## config.mk

```make
export PLATFORM = sky130hd
export DESIGN_NAME = game_board_n
export DESIGN_NICKNAME = d
export VERILOG_FILES = /design/src/rtl/game_board_n.sv
export SDC_FILE = /design/constraint.sdc
export NUM_CORES = 1
export LEC_CHECK = 0
export CAP_MARGIN = 25
export CORE_MARGIN = 4
export CORE_UTILIZATION = 23
export CTS_BUF_LIST = sky130_fd_sc_hd__clkbuf_16
export CTS_CLUSTER_SIZE = 40
export DETAILED_ROUTE_END_ITERATION = 6
export RECOVER_POWER = 25
export REMOVE_ABC_BUFFERS = 1
export SLEW_MARGIN = 20
export SYNTH_ARGS = -nofsm -noshare
export SYNTH_HDL_FRONTEND = slang
export SYNTH_SLANG_ARGS = --single-unit
```

## constraint.sdc

```tcl
create_clock -name clk -period 5.5 [get_ports clk]
set_clock_uncertainty 0.1 [all_clocks]
set_input_delay 1.65 -clock clk [delete_from_list [all_inputs] [get_ports clk]]
set_output_delay 1.65 -clock clk [all_outputs]
set_load 0.02 [all_outputs]
```

## src/rtl/game_board_n.sv

```systemverilog
// rtl/game_board_n.sv - N x N two-player board: pixel hit test, move commit FSM, win/draw detection
//
// Ports:
//   clk        rising-edge clock for all state
//   rst        asynchronous active-low reset
//   button     asynchronous move-commit pushbutton (active high)
//   switches   cell select, bit i = row i/N, column i%N
//   x, y       current pixel coordinate
//   lx, ly     pixel offset inside the hit cell (0 outside any cell)
//   mode       occupancy of the hit cell: 00 empty, 01 X, 10 O
//   square     pixel lies inside a cell
//   highlight  pixel lies inside a selected cell or a winning-line cell
//   turn       player to move: 0 X, 1 O
//   status     00 play, 01 win, 10 draw
//   winner     winning player, meaningful in win
//   bad_move   one-cycle pulse on a rejected move request
module game_board_n #(
  parameter int N   = 3,
  parameter int SQ  = 128,
  parameter int GAP = 16,
  parameter int X0  = 112,
  parameter int Y0  = 32
) (
  input  logic           clk,
  input  logic           rst,
  input  logic           button,
  input  logic [N*N-1:0] switches,
  input  logic [9:0]     x,
  input  logic [9:0]     y,
  output logic [9:0]     lx,
  output logic [9:0]     ly,
  output logic [1:0]     mode,
  output logic           square,
  output logic           highlight,
  output logic           turn,
  output logic [1:0]     status,
  output logic           winner,
  output logic           bad_move
);

  localparam int NC = N * N;
  localparam int P  = SQ + GAP;
  localparam int CW = $clog2(NC + 1);

  typedef enum logic [1:0] {S_PLAY, S_CHECK, S_WIN, S_DRAW} state_t;

  state_t               state, state_nx;
  logic [NC-1:0][1:0]   board;
  logic [CW-1:0]        count;
  logic [NC-1:0]        win_mask;

  logic sync1, sync2, sync_q, live1, live2, armed, req_q;

  // Button synchronizer and rising-edge detector. 'armed' only rises once the
  // synchronized button has been seen low after reset, so a button held
  // through reset release cannot masquerade as a fresh press.
  always_ff @(posedge clk or negedge rst) begin
    if (!rst) begin
      sync1  <= 1'b0;
      sync2  <= 1'b0;
      sync_q <= 1'b0;
      live1  <= 1'b0;
      live2  <= 1'b0;
      armed  <= 1'b0;
      req_q  <= 1'b0;
    end else begin
      sync1  <= button;
      sync2  <= sync1;
      sync_q <= sync2;
      live1  <= 1'b1;
      live2  <= live1;
      armed  <= armed | (live2 & ~sync2);
      req_q  <= sync2 & ~sync_q & armed;
    end
  end

  // Move legality: exactly one switch set and that cell is still empty.
  logic [NC-1:0] occ;
  logic          onehot, legal, accept, reject;
  logic [1:0]    code;

  always_comb begin
    for (int i = 0; i < NC; i++) occ[i] = |board[i];
  end

  assign onehot = (switches != '0) && ((switches & (switches - NC'(1))) == '0);
  assign legal  = onehot && ((switches & occ) == '0);
  assign accept = (state == S_PLAY) && req_q && legal;
  assign reject = (state == S_PLAY) && req_q && !legal;
  assign code   = turn ? 2'b10 : 2'b01;

  // Lines owned by the player who just moved; the mask is the union of every
  // complete line so a double win highlights both.
  logic          has_line, full;
  logic [NC-1:0] line_mask;

  always_comb begin
    has_line  = 1'b0;
    line_mask = '0;
    full      = 1'b0;
    for (int r = 0; r < N; r++) begin
      full = 1'b1;
      for (int c = 0; c < N; c++) if (board[r*N+c] != code) full = 1'b0;
      if (full) begin
        has_line = 1'b1;
        for (int c = 0; c < N; c++) line_mask[r*N+c] = 1'b1;
      end
    end
    for (int c = 0; c < N; c++) begin
      full = 1'b1;
      for (int r = 0; r < N; r++) if (board[r*N+c] != code) full = 1'b0;
      if (full) begin
        has_line = 1'b1;
        for (int r = 0; r < N; r++) line_mask[r*N+c] = 1'b1;
      end
    end
    full = 1'b1;
    for (int i = 0; i < N; i++) if (board[i*N+i] != code) full = 1'b0;
    if (full) begin
      has_line = 1'b1;
      for (int i = 0; i < N; i++) line_mask[i*N+i] = 1'b1;
    end
    full = 1'b1;
    for (int i = 0; i < N; i++) if (board[i*N+(N-1-i)] != code) full = 1'b0;
    if (full) begin
      has_line = 1'b1;
      for (int i = 0; i < N; i++) line_mask[i*N+(N-1-i)] = 1'b1;
    end
  end

  // FSM state register
  always_ff @(posedge clk or negedge rst) begin
    if (!rst) state <= S_PLAY;
    else      state <= state_nx;
  end

  // FSM next state; WIN and DRAW only leave through reset
  always_comb begin
    state_nx = state;
    case (state)
      S_PLAY:  if (accept) state_nx = S_CHECK;
      S_CHECK: begin
        if (has_line)                state_nx = S_WIN;
        else if (count == CW'(NC))   state_nx = S_DRAW;
        else                         state_nx = S_PLAY;
      end
      default: state_nx = state;
    endcase
  end

  // Board, move counter, turn and result registers
  always_ff @(posedge clk or negedge rst) begin
    if (!rst) begin
      board    <= '0;
      count    <= '0;
      turn     <= 1'b0;
      winner   <= 1'b0;
      win_mask <= '0;
      bad_move <= 1'b0;
    end else begin
      bad_move <= reject;
      if (accept) begin
        for (int i = 0; i < NC; i++) if (switches[i]) board[i] <= code;
        count <= count + CW'(1);
      end
      if (state == S_CHECK) begin
        if (has_line) begin
          winner   <= turn;
          win_mask <= line_mask;
        end else if (count != CW'(NC)) begin
          turn <= ~turn;
        end
      end
    end
  end

  // Pixel hit test: compared in 32-bit arithmetic so no coordinate can wrap.
  logic [N-1:0] row_hit, col_hit;
  logic [9:0]   lx_c, ly_c;

  always_comb begin
    row_hit = '0;
    col_hit = '0;
    lx_c    = '0;
    ly_c    = '0;
    for (int c = 0; c < N; c++) begin
      if (int'(x) >= X0 + c*P && int'(x) < X0 + c*P + SQ) begin
        col_hit[c] = 1'b1;
        lx_c       = 10'(int'(x) - (X0 + c*P));
      end
    end
    for (int r = 0; r < N; r++) begin
      if (int'(y) >= Y0 + r*P && int'(y) < Y0 + r*P + SQ) begin
        row_hit[r] = 1'b1;
        ly_c       = 10'(int'(y) - (Y0 + r*P));
      end
    end
  end

  // FSM / pixel outputs
  always_comb begin
    status    = 2'b00;
    square    = (|row_hit) & (|col_hit);
    mode      = 2'b00;
    highlight = 1'b0;
    lx        = '0;
    ly        = '0;
    case (state)
      S_WIN:   status = 2'b01;
      S_DRAW:  status = 2'b10;
      default: status = 2'b00;
    endcase
    if (square) begin
      lx = lx_c;
      ly = ly_c;
      for (int r = 0; r < N; r++) begin
        for (int c = 0; c < N; c++) begin
          if (row_hit[r] && col_hit[c]) begin
            mode      = board[r*N+c];
            highlight = switches[r*N+c] | ((state == S_WIN) & win_mask[r*N+c]);
          end
        end
      end
    end
  end

endmodule

```

==> PnR_summary.wiki, run 1 <==
{| class="wikitable"
! Metric !! Value
|-
| Fmax || 181 MHz
|-
| Number of standard-cell rows in the floorplan || 44
|-
| Slew HR || -12.5%
|-
| Violation count after the first detailed-routing iteration || about 210
|-
| Number of levels the H-tree was split into || 2
|-
| Number of instances on the worst hold path || 0
|-
| Routability Congestion || 0.942
|-
| Clock sink total || 43
|-
| Number of global-route vias before repair || roughly 3,800
|-
| Crit Path Class || in -> out
|-
| Post-synth design cell area || around 3400 um2
|-
| Final hold viol count || 0
|-
| Slowest cell on the critical path || or4b_4
|-
| Most area-consuming cells after synthesis || dfrtp_1, ha_1, a21o_1
|-
| Worst reg2reg setup slack || around 2600 ps
|-
| Most common cell after layout, fill and taps aside || buf_4
|-
| Area of the placeable core || about 14,000 um2
|-
| Number of nets in the finished design || between 500 and 600
|-
| Dominant cell type by area after synthesis || dfrtp_1
|-
| Setup total negative slack || -13.5 ps
|-
| Max-cap violation count || 1
|-
| Largest stage delay, worst path || between 400 and 500 ps
|-
| Post-synthesis async set-or-reset flop share || 100%
|-
| Most frequent cells in the layout || buf_4, dfrtp_1, nand2_1
|-
| Req. time, crit path || ~3800 ps
|-
| Hold path start || sync1
|-
| Half-perimeter wire length of the detailed placement result || approximately 8800 um
|-
| Worst min-delay path category || reg -> reg
|-
| Die width || between 100 and 150 um
|-
| Post-synthesis sequential area ratio || between 30% and 40%
|-
| Number of port buffers || 60
|-
| Antenna Violating Nets Remaining || 0
|-
| Post-synthesis area per instance || about 8.7 um2
|-
| Number of buffers inserted during clock tree synthesis || 5
|-
| Total Die Area || 16,700 um2
|-
| Most common cell type on the critical path || o21ai_2
|-
| Pleak || about 2.6 nW
|-
| Top delay family on crit path || simple AND/OR/NAND/NOR gates
|-
| Ant diodes || 0
|-
| Startpoint type of the worst setup path || input port
|-
| Buffers plus inverters on the worst setup path || 4
|-
| Maximum number of pins on one net before global-route repair || 44
|-
| Die height || around 130 um
|-
| Global-route wire length before repair || ~19,000 um
|-
| TritonCTS clock tree || done
|-
| Wire per inst || 16.6 um
|-
| Worst Hold Path EP || sync2
|-
| Clock Pin Slew Worst Setup and Hold Paths || ~60 ps
|-
| Flip-flop and latch count after synthesis || 43
|-
| Post-detailed-route DRC marker count || 0
|-
| Worst-margin pin slew || roughly 1700 ps
|-
| Number of warning messages in the yosys log || 0
|-
| Arrival @ worst endpoint || roughly 3800 ps
|-
| Kind of end point of the critical path || output port
|-
| Number of top-level design ports || between 60 and 70
|-
| DR vias || approximately 3,800
|-
| Initial antenna violation count || 0
|-
| Peak supply drop || about 0.17 mV
|-
| Final wirelength || around 12,000 um
|-
| R2R cell count || 6
|-
| Power per standard cell area || 194 nW/um2
|-
| Overall overflow remaining after global route || 0
|-
| Initial Utilization || a little under a quarter
|-
| Cells along the critical path || buf_12, inv_8, ha_4, or4b_4, o21ai_2, and4b_2, buf_6, o2111a_1, o21ai_2, a221oi_2, buf_4
|-
| Unique masters post-synth || 71
|-
| Via-to-Cell Ratio || just over 5
|-
| Primary flip-flop cell chosen by synthesis mapping || dfrtp_1
|-
| All-layer global routing usage || roughly 14%
|-
| Share of the clock period used by the worst path after layout || 100%
|-
| Maximum fanout count along the critical path || 4
|-
| Count of flip-flops with a built-in enable after synthesis || 0
|-
| Clock root cell || clkbuf_16
|-
| Latest clock arrival within the worst-skew pair || between 200 and 300 ps
|-
| Number of iterations in the first detailed-routing pass || 4
|-
| Outcome || complete, but fails checks
|-
| Layout overhead on the synthesized area || 64.2%
|-
| Synth top area share || about a third
|-
| Worst Setup Slack, final || -13.5 ps
|-
| Deepest clock path buffer count || 2
|-
| Number of pins exceeding their max-slew limit in the final report || 33
|-
| Unrepaired setup endpoints after global routing || yes
|-
| Fraction of layout cells with a size suffix above 1 || about 40%
|-
| R2r endpoint || win_mask[1]
|-
| Minimum setup slack after placement || -1060 ps
|-
| # setup viols final || 1
|-
| Number of cells produced by synthesis || 388
|-
| FF-to-FF Start || turn
|-
| Clock period minus final worst setup slack || about 5500 ps
|-
| Violations in the final reports || capacitance limit, slew limit, setup timing
|-
| Worst hold slack after final layout || approximately 250 ps
|}
## power by group
part,total (mW),leakage (nW),internal [mW],switching [mW]
clock,0.374,0.0952,0.258,0.116
sequential,0.362,0.573,0.329,0.0327
combinational,0.343,1.92,0.174,0.169
total,1.08,2.59,0.761,0.318
## metrics by stage
step | power, mW | utilization (%) | cells | area [um2]
after floorplan | 0.479 | - | 370 | 3280
after global placement | 0.639 | 32.6 | 695 | 4730
after detailed placement | 0.645 | 32.6 | 695 | 4730
after CTS | 1.05 | 36.7 | 725 | 5310
after global routing | 1.13 | 38.4 | 735 | 5560
final | 1.08 | 38.4 | 735 | 5560
## worst max path at each step
stage	start	to	slack, ps	cells past startpoint
6_report	y[6]	mode[0]	-10	11
5_1_grt	y[6]	mode[1]	-70	12
4_1_cts	y[7]	mode[0]	-8	11
3_5_place_dp	y[6]	mode[1]	-1060	11
3_3_place_gp	y[6]	mode[1]	-920	11
2_1_floorplan	y[6]	ly[7]	-370	8
## sequential cells by signal (all words and copies together), names as in the netlist
register	count
turn	1
winner	1
count	4
sync2	1
board	18
armed	1
win_mask	9
sync1	1
sync_q	1
live2	1
live1	1
state	2
bad_move	1
req_q	1
## worst reg2reg max path: stages (launching register included)
cell,delay [ps]
dfrtp_1,600
or3b_2,600
o22ai_1,260
o41ai_2,150
and4_4,210
nor2_2,450
mux2_2,400
## timing repair
action                                  CTS  global route
buffers inserted                         22             9
endpoints found under the setup margin   24            23
gates cloned                              1             0
gates resized for setup                 191            61
hold buffers                              0             0
pin swaps                                31            22
## synth_stat cells (5+ instances only)
master	n
o21ai_0	12
a211oi_1	10
xnor2_1	6
nand2_1	36
and2_1	12
a21o_1	22
dfrtp_1	43
buf_2	7
and3_1	5
nor3_1	8
nand3_1	13
nand2b_1	13
nor2_1	28
ha_1	17
a21oi_1	16
inv_1	11
o22ai_1	15
mux2_1	7
nand3b_1	5
clkbuf_1	6
## logic make-up (layout without fill, tap and decap cells)
kind of cell               Yosys count  in the layout  synth area share [%]
DFF                                 43             43                  31.8
adders and majority gates           17             17                  6.29
other                                1              1                 0.111
muxes                               10             10                  3.25
and+or+nand+nor                    154            154                  25.4
buffers and inverters               30            193                  4.25
xor gates and xnor gates             8              8                  2.07
AOI/OAI and AO/OA                  125            125                  26.8
## cell type report
type	instances	area [um2]
timing repair buffer	172	1430
inverter	12	62.6
timing repair inverter	1	7.51
fill	1415	8920
multi-input combinational	315	2560
tap	184	230
sequential	43	1080
clock inverter	3	63.8
clock buffer	5	125
## routing by layer
| layer | GRT usage (%) | vias up | share of wire [%] | wire length (um) |
|---|---|---|---|---|
| met3 | 2.23 | 39 | 5.1 | 629 |
| met2 | 24.1 | 134 | 50 | 6050 |
| met4 | 4.94 | 0 | 2.9 | 352 |
| li1 | - | 1770 | - | - |
| met1 | 18.3 | 1808 | 42 | 5190 |
| met5 | 0 | - | 0 | 0 |
Note: power is estimated with default switching activity, not from simulation.
==> inputs of run 2 (changes only) <==
--- a/config.mk
+++ b/config.mk
@@ -9,7 +9,7 @@
 export CORE_MARGIN = 4
 export CORE_UTILIZATION = 23
 export CTS_BUF_LIST = sky130_fd_sc_hd__clkbuf_16
-export CTS_CLUSTER_SIZE = 40
+export CTS_CLUSTER_SIZE = 14
 export DETAILED_ROUTE_END_ITERATION = 6
 export RECOVER_POWER = 25
 export REMOVE_ABC_BUFFERS = 1
==> results of run 2 <==
No change in the layout: final DEF, timing and power equal those of run 1.
==> edit (flow settings as in run 1) <==
Re-encode `state_t` (4 states) as one-hot, 4 bits wide.
--- a/src/rtl/game_board_n.sv
+++ b/src/rtl/game_board_n.sv
@@ -44,3 +44,3 @@
 
-  typedef enum logic [1:0] {S_PLAY, S_CHECK, S_WIN, S_DRAW} state_t;
+  typedef enum logic [3:0] {S_PLAY = 4'b0001, S_CHECK = 4'b0010, S_WIN = 4'b0100, S_DRAW = 4'b1000} state_t;
 
Check against the original RTL: no difference found for any inputs over 10 cycles, from zero or initial values and one cycle with rst low; not proved beyond that.
==> edit against run 1 <==
- the run ends with max-capacitance violations, max-slew violations left
- synthesized area down 1.4%
- design area down 5.6%
- setup slack better by 30 ps
- sequential cell count up 2
- cell count down 3.3%
- register-to-register slack worse by 400 ps
- wire length down 5.5%
- total power down 9.4%
- largest cell class unchanged
==> edit: results (changes against run 1) <==
Run status
Status: complete, but fails checks (unchanged). Violations in the final reports: max-capacitance violations, max-slew violations (was max-capacitance violations, max-slew violations, negative setup slack).

Global routing
The routing usage on met3 is 0.01743 (was 0.02226). The maximum number of pins on one net before global-route repair is 46 (was 44). The total global routing track utilization was 0.1326 (was 0.1418).

The number of antenna violations at the first check in global routing is 0 (unchanged). The met2 global-route usage was 0.2216 (was 0.2409). The first-pass GRT wire length is 18,150 um (was 19,310 um). The number of global-route vias before repair was 3,594 (was 3,803). The met1 capacity usage during global routing is 0.1854 (was 0.1830).

Worst setup path
The slowest cell on the critical path was a221o_1 (was or4b_4). The maximum fanout along the worst path is 8 (was 4). The arrival time reported for the critical path endpoint is 3730 ps (was 3760 ps). The delay of the slowest cell on the worst path was 400 ps (was 460 ps).

Yosys
The portion of the post-synthesis area used by sequential elements was 0.3381 (was 0.3180). The share of async-settable or async-resettable flops after synthesis came to 1.000 (unchanged). Cell types occupying the most area after synthesis: dfrtp_1 33%, ha_1 6.4%, a21oi_1 3.8% (was dfrtp_1 32%, ha_1 6.3%, a21o_1 4.9%).

The count of unique library cells instantiated by Yosys is 72 (was 71). Ranking of synthesized cells by instance count: 44 x dfrtp_1, 32 x nand2_1, 25 x a21oi_1 (was 43 x dfrtp_1, 36 x nand2_1, 28 x nor2_1).

Clock network
The H-tree depth is 2 (unchanged). The cell at the root of the clock tree is clkbuf_16 (unchanged). The clock-pin slew on the worst setup and hold paths is 60 ps (about the same). The maximum clock insertion buffer count is 2 (unchanged).

Placed design
The number of port buffers is 60 (unchanged). The final weighted congestion of routability-driven global placement is 0.8725 (was 0.9420). The worst slack after detailed placement came to -930.6 ps (was -1056 ps). The placed standard-cell area is 4669 um^2 (was 4726 um^2). The HPWL after detailed placement is 8407 um (was 8803 um).

STA
The worst-case headroom to the max-slew limit is -0.5752 (was -0.1253). The number of pins with negative max-slew slack in the final report is 46 (was 33).

Cells and area
The share of post-route cells with drive strength above 1 is 0.3936 (was 0.4047). Top Registers: board: 18 flops, win_mask: 9 flops (was board: 18 flops, win_mask: 9 flops, count: 4 flops). The post-layout net count is 579 (was 599). The count of filler cells inserted in the layout is 1,405 (was 1,415).

The antenna diode count was 0 (unchanged).

Drt
The first-iteration detailed-routing DRC count is 324 (was 209). The first-pass iteration count of the detailed router is 5 (was 4). The number of vias after detailed routing is 3,630 (was 3,751).

The total wire length after detailed routing came to 11,540 um (was 12,220 um).

Power and ir drop
The reported leakage power came to 2.438 nW (was 2.592 nW). The maximum ir drop on the vdd rail is 0.1109 mV (was 0.1704 mV).

Run
The number of max-cap violations is 1 (unchanged).
## edit: cell count changes in the layout (fill, tap and decap cells not counted), moves of 4 or more
cell,before,now
nand2_1,35,31
dlygate4sd2_1,11,5
buf_6,21,14
nor3_2,4,0
nor2_1,27,22
a31o_2,2,9
ha_4,7,3
a22oi_1,1,5
a21oi_1,14,23
a21o_1,21,12
and3_1,4,0
## edit: logic make-up (layout without fill, tap and decap cells)
family / after synthesis / count (layout) / synth area share
AO/OA/AOI/OAI: 124 / 124 / 0.2642
other: 1 / 1 / 0.001125
buffers and inverters: 28 / 187 / 0.04128
AND/OR/NAND/NOR: 134 / 134 / 0.2221
flip-flops: 45 / 45 / 0.3381
adder cells (fa/ha/maj): 17 / 17 / 0.06379
XOR/XNOR: 9 / 9 / 0.02364
multiplexers: 14 / 14 / 0.04578
## edit: metrics by stage
step / total power [mW] / setup TNS [ps] / instances
2_1_floorplan: 0.4291 / -257.4 / 359
3_3_place_gp: 0.5627 / -18640 / 676
3_5_place_dp: 0.5651 / -19550 / 676
4_1_cts: 0.9602 / 0 / 703
5_1_grt: 1.023 / -250.6 / 711
6_report: 0.9773 / 0 / 711
## edit: timing repair
| action | 4_1_cts | 5_1_grt |
|---|---|---|
| gates resized for setup | 156 | 67 |
| gates cloned | 0 | 1 |
| hold buffers | 0 | 0 |
| pin swaps | 18 | 18 |
| buffers inserted | 19 | 9 |
| setup endpoints to repair | 24 | 24 |
## edit: worst paths after layout
path                       start           to  slack, ps
setup / recovery            x[4]      mode[0]         20
max in group asynchronous    rst    board[11]       1970
hold reg to reg            live1        live2        250
hold / removal             live1        live2        250
min in group asynchronous    rst        live1       1980
setup reg to reg            turn  win_mask[8]       2220
## edit: worst max-delay path: cells and delay by family
family                   cells  cell delay, ps
adder cells (fa/ha/maj)      1             150
buffers and inverters        4             560
AO/OA/AOI/OAI                4            1020
AND/OR/NAND/NOR              2             350
## edit: area by class of cell
class / count / area, um^2 / share of cell area
clock buffer: 5 / 125.1 / 0.02385
tap: 180 / 225.2 / 0.04293
multi-input combinational: 299 / 2288 / 0.4362
sequential: 45 / 1127 / 0.2149
timing repair buffer: 164 / 1349 / 0.2571
clock inverter: 3 / 65.06 / 0.01240
inverter: 15 / 66.31 / 0.01264
## edit: report_power, final
| group | leakage, nW | total [mW] | switching, mW | internal [mW] |
|---|---|---|---|---|
| Combinational | 1.75 | 0.263 | 0.132 | 0.131 |
| Clock | 0.0938 | 0.380 | 0.121 | 0.259 |
| Sequential | 0.597 | 0.334 | 0.000787 | 0.333 |
## edit: per-layer routing
| layer | part of all wire | vias up |
|---|---|---|
| met5 | 0 | - |
| met4 | 0.012 | 0 |
| met3 | 0.062 | 16 |
| met2 | 0.48 | 141 |
| met1 | 0.45 | 1756 |
| li1 | - | 1717 |
